### src/rtl/fetch_pkg.sv
// fetch_pkg: shared state type and burst constants for the instruction/data fetch stage
package fetch_pkg;
  typedef enum logic [1:0] {IDLE, IFETCH, DFETCH} fetch_state_t;
  localparam int IFETCH_BEATS = 3;
  localparam int DFETCH_BEATS = 4;
  localparam logic [7:0] DEFAULT_NOP_OP = 8'h00;
endpackage

### src/rtl/insn_fetch_byte_assembler.sv
// byte_assembler: shifts bytes in first-byte-most-significant, building a big-endian word
module byte_assembler #(
  parameter int W = 32
) (
  input  logic         clk,
  input  logic         rst,
  input  logic         en,
  input  logic [7:0]   din,
  output logic [W-1:0] word_nxt
);
  logic [W-1:0] word;
  assign word_nxt = {word[W-9:0], din};
  always_ff @(posedge clk)
    if (rst) word <= '0;
    else if (en) word <= word_nxt;
endmodule

### src/rtl/insn_fetch.sv
// insn_fetch: fetches the 3-byte instruction at pc and the 32-bit data word at dindex from byte memory
module insn_fetch import fetch_pkg::*; #(
  parameter logic [15:0] DATA_BASE = 16'h8000,
  parameter logic [7:0]  NOP_OP    = DEFAULT_NOP_OP
) (
  input  logic        clk,
  input  logic        rst,
  input  logic [15:0] pc,
  input  logic [15:0] dindex,
  output logic        mem_en,
  output logic [15:0] mem_addr,
  input  logic [7:0]  mem_rdata,
  output logic [7:0]  op_code,
  output logic [7:0]  arg1,
  output logic [7:0]  arg2,
  output logic [31:0] dataparams,
  output logic        insn_valid,
  output logic        data_valid,
  output logic        busy
);
  fetch_state_t state, state_nxt;
  logic [2:0]  beat;
  logic [15:0] req, base, ipc_tag, dtag;
  logic        ipc_ok, dtag_ok, last, cap;
  logic [7:0]  op_r;
  logic [31:0] word_nxt;
  assign insn_valid = ipc_ok && ipc_tag == pc;
  assign data_valid = dtag_ok && dtag == dindex;
  assign op_code    = insn_valid ? op_r : NOP_OP;
  assign busy       = state != IDLE;
  assign base       = state == DFETCH ? DATA_BASE + {req[13:0], 2'b00} : req;
  assign last       = busy && beat == (state == DFETCH ? 3'(DFETCH_BEATS) : 3'(IFETCH_BEATS));
  assign cap        = busy && beat != 3'd0;
  assign mem_en     = busy && !last;
  assign mem_addr   = busy ? base + 16'(beat) : 16'h0000;
  byte_assembler #(.W(32)) u_asm (
    .clk      (clk),
    .rst      (rst),
    .en       (cap),
    .din      (mem_rdata),
    .word_nxt (word_nxt)
  );
  always_comb
    state_nxt = state == IDLE ? (!insn_valid ? IFETCH : !data_valid ? DFETCH : IDLE)
              : last ? IDLE : state;
  // req holds the pc or dindex the burst was launched for; completion only commits if it still matches
  always_ff @(posedge clk) begin
    if (rst) begin
      state      <= IDLE;
      beat       <= '0;
      req        <= '0;
      ipc_tag    <= '0;
      dtag       <= '0;
      ipc_ok     <= 1'b0;
      dtag_ok    <= 1'b0;
      op_r       <= NOP_OP;
      arg1       <= '0;
      arg2       <= '0;
      dataparams <= '0;
    end else begin
      state <= state_nxt;
      beat  <= busy && !last ? beat + 3'd1 : 3'd0;
      if (!busy) req <= !insn_valid ? pc : dindex;
      if (last && state == IFETCH && pc == req) begin
        {op_r, arg1, arg2} <= word_nxt[23:0];
        ipc_tag            <= pc;
        ipc_ok             <= 1'b1;
      end
      if (last && state == DFETCH && dindex == req) begin
        dataparams <= word_nxt;
        dtag       <= dindex;
        dtag_ok    <= 1'b1;
      end
    end
  end
endmodule

### config.mk
export PLATFORM = sky130hd
export DESIGN_NAME = insn_fetch
export DESIGN_NICKNAME = d
export VERILOG_FILES = /design/src/rtl/fetch_pkg.sv /design/src/rtl/insn_fetch_byte_assembler.sv /design/src/rtl/insn_fetch.sv
export SDC_FILE = /design/constraint.sdc
export NUM_CORES = 1
export LEC_CHECK = 0
export CAP_MARGIN = 20
export CORE_ASPECT_RATIO = 1.4
export CORE_MARGIN = 2
export CORE_UTILIZATION = 45
export CTS_CLUSTER_SIZE = 40
export DETAILED_ROUTE_END_ITERATION = 16
export PLACE_DENSITY_LB_ADDON = 0.2
export SLEW_MARGIN = 40
export SYNTH_ARGS = -nofsm -noshare
export SYNTH_HDL_FRONTEND = slang
export SYNTH_SLANG_ARGS = --single-unit
### constraint.sdc
create_clock -name clk -period 6.2 [get_ports clk]
set_input_delay 1.55 -clock clk [delete_from_list [all_inputs] [get_ports clk]]
set_output_delay 1.55 -clock clk [all_outputs]
set_load 0.01 [all_outputs]
### Yosys cells after proc, flatten, opt, wreduce, memory -nomap -nowiden

Cells that the tools add are included.

* register bits after elaboration: 135
* input port bits: 42
* output and inout bits: 76
* logic and storage cells: 47

* add/subtract/negate cells: 3
* equal/unequal tests: 7
* multiplexer cells: 9
* bitwise gates (word level): 1
* reduce and logical (&&, ||, !) cells: 15

Operators with widths (number)
* $eq A16 B16 Y1: 4
* $mux W16: 3
* $add A16 B16 Y16 const A: 1
* $add A16 B3 Y16: 1
* $logic_and A1 B1 Y1: 9
* $mux W2: 4
* $mux W8: 1
* $reduce_bool A2 Y1: 2
* $add A3 B1 Y3 const B: 1
* $eq A3 B3 Y1: 1
* $mux W3: 1
* $reduce_bool A3 Y1: 1
* $eq A2 B1 Y1 const B: 1
* $eq A2 B2 Y1 const B: 1
* $logic_not A2 Y1: 1
* $reduce_or A2 Y1: 1
* $logic_not A1 Y1: 1
* $not A1 Y1: 1

### Longest topological paths before layout

Gate-level depths: netlist of the first run.

* depth after elaboration: 8
* gate-level depth with buffers: 15

### Modules after synthesis

Synthesis of the first run repeated with hierarchy kept, for this count alone.

* cell total of the unflattened synthesis: 855
* area, all modules: 6919.1 µm²

By module, submodules not included
* insn_fetch: times used 1, cells each 770, area each 5989.5 µm²
* byte_assembler: times used 1, cells each 85, area each 929.6 µm²

### Least setup slack after synthesis of the first run

No wires, ideal clock.

* kind: reg2out
* from: register state[0]
* to: output mem_addr[8]
* arrival: 3280 ps
* data required time: 4650 ps
* slack: 1370 ps
* cell stages (with the launch flop): 15
* path buffers: 3
* cells stage by stage: dfxtp_1 nand2b_1 clkbuf_1 buf_1 clkbuf_1 and2_1 ha_1 inv_1 fa_1 nor2b_1 nor2_1 nor3_1 a21oi_1 or3_1 o21a_1

* longest elaborated chain between the ends: 4
* elaborated cells between the ends (all ways): 5
* those cells by class: 1 x add/sub; 1 x eq/ne; 2 x mux; 1 x reduce/logical

Ends and longest elaborated chain
* from (decl): line insn_fetch.sv:21 `fetch_state_t state, state_nxt;`
* from (signal assigned): line insn_fetch.sv:61 `state <= state_nxt;`
* $eq A2 B2 Y1: line insn_fetch.sv:31 `assign base = state == DFETCH ? DATA_BASE + {req[13:0], 2'b00} : req;`
* $mux W16: line insn_fetch.sv:31
* $add A16 B3 Y16: line insn_fetch.sv:35 `assign mem_addr = busy ? base + 16'(beat) : 16'h0000;`
* $mux W16 *: line insn_fetch.sv:35
* to (decl): line insn_fetch.sv:11 `output logic [15:0] mem_addr,`

Mark *: on every way between the ends. The rest lies on a longest branch, timed or not.

### Worst setup path after layout of the first run

* from: input dindex[9]
* to: output data_valid

* longest elaborated chain between the ends: 2

Ends and longest elaborated chain
* from (decl): line insn_fetch.sv:9 `input logic [15:0] dindex,`
* $eq A16 B16 Y1: line insn_fetch.sv:28 `assign data_valid = dtag_ok && dtag == dindex;`
* $logic_and A1 B1 Y1: line insn_fetch.sv:28
* to (decl): line insn_fetch.sv:18 `output logic data_valid,`

Every way passes these cells.

==> key figures, run 1 <==
Run status
  • Status: finished clean

Global routing
  • Initial antenna violation count: 0
  • Vias in the first global route: between 5k and 6k
  • Total GRT Usage: between 20% and 30%
  • Largest net degree at the start of global routing: between 80 and 90
  • Total grt overflow: 0
  • First-pass GRT wire length: ~28000 um

Synthesis
  • Post-synth EDFFs: 0
  • Distinct cell type count of the synthesized netlist: 49
  • Seq/Total Area, Yosys: slightly above 40%
  • Yosys warning total: 0
  • Syn Nets: 772
  • Yosys reg bits: about 140
  • Gate Count Post-Synth: 724
  • Mean post-synth cell area: 9.01 um^2
  • Synthesized area: ~6500 um^2
  • Top_reg_cell synth: dfxtp_1
  • Fraction of registers with async set/reset: 0%

Clock tree
  • H-tree depth: 4
  • Clock-pin slew on the worst setup and hold paths: 0.06 ns
  • Total CTS buffers: 17
  • Setup Buffers After CTS: 0
  • Clock root buffer: clkbuf_16
  • Resized Gates After CTS: 0
  • Clock buffer depth: 2
  • CTS Hold Bufs: 0
  • Clock Latency Late Sink: 0.41 ns
  • TritonCTS clock tree: yes
  • CTS sink cnt: ~140

Worst hold path
  • Hold path endpoint: u_asm.word[21]$_SDFFE_PP0P_
  • HP Start: u_asm.word[21]$_SDFFE_PP0P_
  • Hold Path Class: reg -> reg
  • Hold-critical path depth: 2

Timing
  • Total negative setup slack: 0 ns
  • Unrepaired setup endpoints after global routing: no
  • Final setup viols: 0
  • Pins Over Slew Limit: 0
  • Final Cycle Share: 89.9%
  • Setup Skew: 0.0123 ns
  • Fin crit period: approximately 5.6 ns
  • Final Hold Vio Count: 0
  • Peak Freq: 0.179 GHz
  • Slew headroom: 45.8%
  • Worst-margin pin slew: a little over 0.8 ns

Detailed routing
  • DR iter-0 viols: 188
  • Vias/cell: 5.35
  • Final WL: 17700 um
  • Total iterations of the first detailed-routing run: 4
  • DR vias: 5422
  • Detail Route Antenna Nets: 0
  • Wire per inst: 17.4 um
  • Drc violations: 0

Floorplanning
  • Std cell rows: 52
  • Top-level I/O count: around 120
  • Die X: 106 um
  • Die height: about 150 um
  • Starting Density: 45.6%
  • Core ar.: ~14000 um^2
  • Die ar.: 15500 um^2

Critical path
  • Crit Path Class: in -> out
  • Critical R2R Launch: req[9]$_SDFFE_PP0N_
  • Reg2reg setup slack: 3.09 ns
  • Crit Path Max Fanout: 4
  • Worst R2R End: arg2[7]$_SDFFE_PP0P_
  • CP Capture Type: output port
  • Critical path launch point type: primary input
  • Crit path arrival time: about 4 ns
  • Crit-path cells: clkdlybuf4s50_1, xor2_1, nor4_1, nand4_1, nor4_1, clkdlybuf4s50_1
  • CP max stage delay: 0.66 ns
  • Crit path required time: 4.65 ns
  • Slowest cell on crit path: clkdlybuf4s50_1
  • R2R cell count: 7

Finish
  • Commonest non-fill, non-tap cell in the layout: dfxtp_1
  • Ant diodes: 0
  • Most frequent cells in the layout: 135 x dfxtp_1, 122 x nor2_1, 116 x clkdlybuf4s50_1
  • Fill cell count: 1312
  • Layout Nets: 860
  • Multi-input gate area: 3540 um^2
  • Fin area: 8330 um^2
  • Share of cells above drive strength 1: approximately 6.2%
  • Synth-to-Final Area Change: 27.7%
  • Storage element area: 2700 um^2

Power and ir drop
  • Power per Cell Area: 252 nW/um^2
  • VDD IR-drop max: 0.158 mV
  • Lkg Pwr: around 2.8 nW

Place
  • HPWL Detailed: 12500 um
  • RePlAce Congestion: ~0.87
  • # port buffers: between 100 and 150
  • Cell Area, Placed: 7730 um^2

Job
  • Max-Cap Viols: 0
[final cells by class]
cell class | instances | area share [%]
timing repair buffer | 124 | 14.7
tap | 189 | 2.84
sequential | 135 | 32.4
multi-input combinational | 527 | 42.5
clock inverter | 14 | 1.89
inverter | 7 | 0.315
clock buffer | 18 | 5.27
[critical path, delay by kind of cell]
family | cells | cell delay [ns]
xor gates and xnor gates | 1 | 0.20
and+or+nand+nor | 3 | 1.07
buffers and inverters | 2 | 1.19
[sequential cells by signal, indices dropped and copies added (netlist names)]
signal / count
dtag: 16
req: 16
arg1: 8
dataparams: 32
dtag_ok: 1
arg2: 8
ipc_tag: 16
ipc_ok: 1
beat: 3
op_r: 8
u_asm.word: 24
state: 2
[worst max path at each step]
stage                                startpoint           end  depth (start not counted)
final                                 dindex[9]    data_valid                          6
after global routing      state[0]$_SDFFE_PP0P_  mem_addr[10]                         11
after CTS                             dindex[9]    data_valid                          6
after detailed placement              dindex[9]    data_valid                          6
after global placement                   pc[12]    op_code[2]                          7
after floorplan           state[0]$_SDFFE_PP0P_   mem_addr[8]                         14
[layer usage]
layer	GRT usage (%)	share of wire (%)	vias to the layer above
met3	5.31	5.3	33
met4	9.28	3.0	0
li1	-	-	2639
met2	41.4	52	164
met1	26.9	40	2586
met5	0	0	-
[synth_stat cells, drive strengths merged, types with 3 or more instances]
cell type / instances / share of area (%)
nor3: 5 / 0.38
dfxtp: 135 / 41
xnor2: 48 / 6.4
nor2: 123 / 7.1
nand4: 17 / 1.7
ha: 5 / 0.96
a21oi: 33 / 2.5
and2: 11 / 1.1
nand2: 66 / 3.8
and3: 5 / 0.48
and4b: 3 / 0.46
mux2i: 105 / 16
nor4: 9 / 1.2
clkbuf: 36 / 2.1
nor2b: 3 / 0.29
inv: 7 / 0.40
buf: 19 / 2.2
a31oi: 5 / 0.48
o22ai: 7 / 0.88
xor2: 33 / 4.4
a211oi: 19 / 2.2
nand3: 8 / 0.61
[metrics by stage]
| step | hold WS (ns) | cells | worst slack (ns) | util [%] | power, mW |
|---|---|---|---|---|---|
| CTS | 0.458 | 1014 | 0.600 | 58.2 | 2.12 |
| global placement | 0.446 | 982 | 0.622 | 53.9 | 1.11 |
| global route | 0.492 | 1014 | 0.419 | 58.2 | 2.18 |
| floorplan | 0.432 | 724 | 1.37 | - | 1.02 |
| detailed placement | 0.450 | 982 | 0.619 | 54.0 | 1.11 |
| finish | 0.457 | 1014 | 0.627 | 58.2 | 2.10 |
[cells by family after synthesis]
| family | share of synthesized area, % |
|---|---|
| AND/OR/NAND/NOR | 18.1 |
| flip-flops | 41.4 |
| multiplexers | 16.1 |
| XOR/XNOR | 10.9 |
| AO/OA/AOI/OAI | 7.61 |
| buffers and inverters | 4.64 |
| adder cells (fa/ha/maj) | 1.27 |
[report_power, final]
part           switching, mW  total, mW  internal [mW]
sequential            0.0325      0.912          0.879
clock                  0.424       1.01          0.583
combinational         0.0960      0.181         0.0851
total                  0.552       2.10           1.55
(Power assumes the default switching activity.)
==> inputs of run 2 (changes only) <==
--- a/config.mk
+++ b/config.mk
@@ -5,12 +5,14 @@
 export SDC_FILE = /design/constraint.sdc
 export NUM_CORES = 1
 export LEC_CHECK = 0
+export ABC_CLOCK_PERIOD_IN_PS = 6200
 export CAP_MARGIN = 20
 export CORE_ASPECT_RATIO = 1.4
 export CORE_MARGIN = 2
 export CORE_UTILIZATION = 45
 export CTS_CLUSTER_SIZE = 40
 export DETAILED_ROUTE_END_ITERATION = 16
+export GPL_ROUTABILITY_DRIVEN = 0
 export PLACE_DENSITY_LB_ADDON = 0.2
 export SLEW_MARGIN = 40
 export SYNTH_ARGS = -nofsm -noshare
==> key figures, run 2 (synthesis gave the netlist of run 1 again) <==
Critical path
  • Critical R2R Launch: req[12]$_SDFFE_PP0N_
  • CP Capture Type: output port
  • Crit path buf inv count: 2
  • Crit path arrival time: 4.12 ns
  • Crit Path Class: reg -> out
  • Worst path top cell family by delay: simple AND/OR/NAND/NOR gates
  • Worst R2R End: arg1[4]$_SDFFE_PP0P_
  • Reg2reg setup slack: a little over 3 ns
  • Critical Path Source: state[0]$_SDFFE_PP0P_
  • Critical path launch point type: register
  • R2R cell count: 7
  • CP max stage delay: 0.57 ns
  • Crit path required time: 4.65 ns
  • Slowest cell on crit path: clkdlybuf4s50_1
  • Crit Path Max Fanout: 16
  • Crit-path cells: nand2b_1, and2_1, ha_1, inv_1, fa_1, nor2b_1, nor2_1, nor3_1, nand4_1, xor2_1, o22ai_1, clkdlybuf4s50_1

Detailed routing
  • DR iter-0 viols: 202
  • Detail Route Antenna Nets: 0
  • Vias/cell: 5.34
  • Drc violations: 0
  • DR vias: 5414
  • Wire per inst: 17.2 um
  • Total iterations of the first detailed-routing run: 4
  • Final WL: ~17000 um

Worst hold path
  • Hold-critical path depth: 2
  • Hold Path Class: reg -> reg
  • HP Start: u_asm.word[21]$_SDFFE_PP0P_
  • Hold path endpoint: u_asm.word[21]$_SDFFE_PP0P_

Global routing
  • Vias in the first global route: 5468
  • First-pass GRT wire length: around 28000 um
  • Initial antenna violation count: 0
  • Total GRT Usage: ~23%
  • Total grt overflow: 0
  • Largest net degree at the start of global routing: between 90 and 100

Clock tree
  • Clock Latency Late Sink: 0.41 ns
  • Resized Gates After CTS: 0
  • Clock-pin slew on the worst setup and hold paths: 0.06 ns
  • TritonCTS clock tree: yes
  • Total CTS buffers: 17
  • CTS Hold Bufs: 0
  • H-tree depth: 4
  • Clock root buffer: clkbuf_16
  • Setup Buffers After CTS: 0
  • Clock buffer depth: 2
  • CTS sink cnt: 135

Timing
  • Post-route setup slack: 0.528 ns
  • Fin Hold WS: 0.456 ns
  • Setup Skew: 0.0100 ns
  • Slew headroom: 45.9%
  • Final Hold Vio Count: 0
  • Total negative setup slack: 0 ns
  • Worst-margin pin slew: 0.804 ns
  • Final setup viols: 0
  • Fin crit period: 5.67 ns
  • Final Cycle Share: 91.5%
  • Unrepaired setup endpoints after global routing: no
  • Pins Over Slew Limit: 0
  • Peak Freq: about 0.18 GHz

Power and ir drop
  • Sequential power share: 43.9%
  • Sw power: about 520 uW
  • VDD IR-drop max: around 0.17 mV
  • Comb power frac: approximately 8.7%
  • Switch share: 24.8%
  • Lkg Pwr: 2.83 nW
  • Internal power: 1.56 mW
  • Clock power frac: 47.4%
  • Power per Cell Area: 250 nW/um^2

Place
  • Setup WS pre-CTS: about 0.6 ns
  • Post-Place Cells: around 980
  • HPWL Detailed: 12300 um
  • # port buffers: approximately 120

Finish
  • Most frequent cells in the layout: 135 x dfxtp_1, 122 x nor2_1, 116 x clkdlybuf4s50_1
  • Synth-to-Final Area Change: 27.5%
  • Layout Nets: 860
  • Largest register FFs: 32
  • Commonest non-fill, non-tap cell in the layout: dfxtp_1
  • Share of cells above drive strength 1: 5.94%
  • Largest regs: dataparams x32, u_asm.word x24
  • Biggest register: dataparams
  • Post-layout util: 58.1%
  • Ant diodes: 0
  • Non-filler cells, final: 1014

Floorplanning
  • Top-level I/O count: approximately 120
  • Die X: 106 um
  • Starting Density: 45.6%
  • Die ar.: 15500 um^2
  • Core ar.: about 14000 um^2
  • Std cell rows: 52
  • Die height: 146 um

Run status
  • Status: finished clean

Job
  • Max-Cap Viols: 0
-- run 2: cell types whose count changed in the layout (fill, tap and decap cells not counted), sizes merged --
cell,previous run,this run
inv,16,9
clkinv,1,6
bufinv,1,2
clkbuf,18,19
-- run 2: final cells by class --
cell class / count / area [um^2]
clock buffers: 19 / 433
fillers: 1266 / 5990
well taps: 189 / 236
clock inverters: 13 / 149
inverters: 7 / 26.3
flip-flops and latches: 135 / 2700
multi-input cells: 527 / 3540
repair buffers: 124 / 1230
-- run 2: power groups by stage --
stage          combinational [mW]  sequential (mW)  clock [mW]
2_1_floorplan               0.119            0.905           0
3_3_place_gp                0.178            0.929           0
3_5_place_dp                0.181            0.930           0
4_1_cts                     0.182            0.911        1.00
5_1_grt                     0.195            0.913        1.04
6_report                    0.180            0.912       0.985
-- run 2: per-layer routing --
layer	wire length, um	share of wire [%]	track usage, %	up-vias
met5	0	0	0	-
li1	-	-	-	2633
met2	8950	51	40.0	163
met4	789	4.5	13.2	0
met1	6980	40	25.6	2576
met3	762	4.4	4.42	42
-- run 2: worst max-delay path by stage --
stage                   endpoint  slack (ns)  cells past startpoint
floorplan            mem_addr[8]        1.37                     14
global placement      data_valid        0.60                      6
detailed placement    data_valid        0.58                      6
CTS                 mem_addr[10]        0.52                     12
global route        mem_addr[10]        0.20                     12
finish              mem_addr[10]        0.53                     12
-- run 2: worst reg2reg max path, delay by kind of cell, from the launching register on --
family,cells,cell delay (ns)
xor+xnor,1,0.24
buf+inv,1,0.63
flops,1,0.56
mux,1,0.33
simple gates,4,1.21
-- run 2: per-stage QoR --
stage	power (mW)	instance area, um^2
final	2.08	8320
after global routing	2.15	8320
after CTS	2.10	8310
after detailed placement	1.11	7730
after global placement	1.11	7720
after floorplan	1.02	6520
==> inputs of run 3 (changes only) <==
--- a/config.mk
+++ b/config.mk
@@ -18,3 +18,4 @@
 export SYNTH_ARGS = -nofsm -noshare
 export SYNTH_HDL_FRONTEND = slang
 export SYNTH_SLANG_ARGS = --single-unit
+export TNS_END_PERCENT = 5
==> results of run 3 <==
Same layout as run 2: the final DEF is identical, and so are final timing and power.
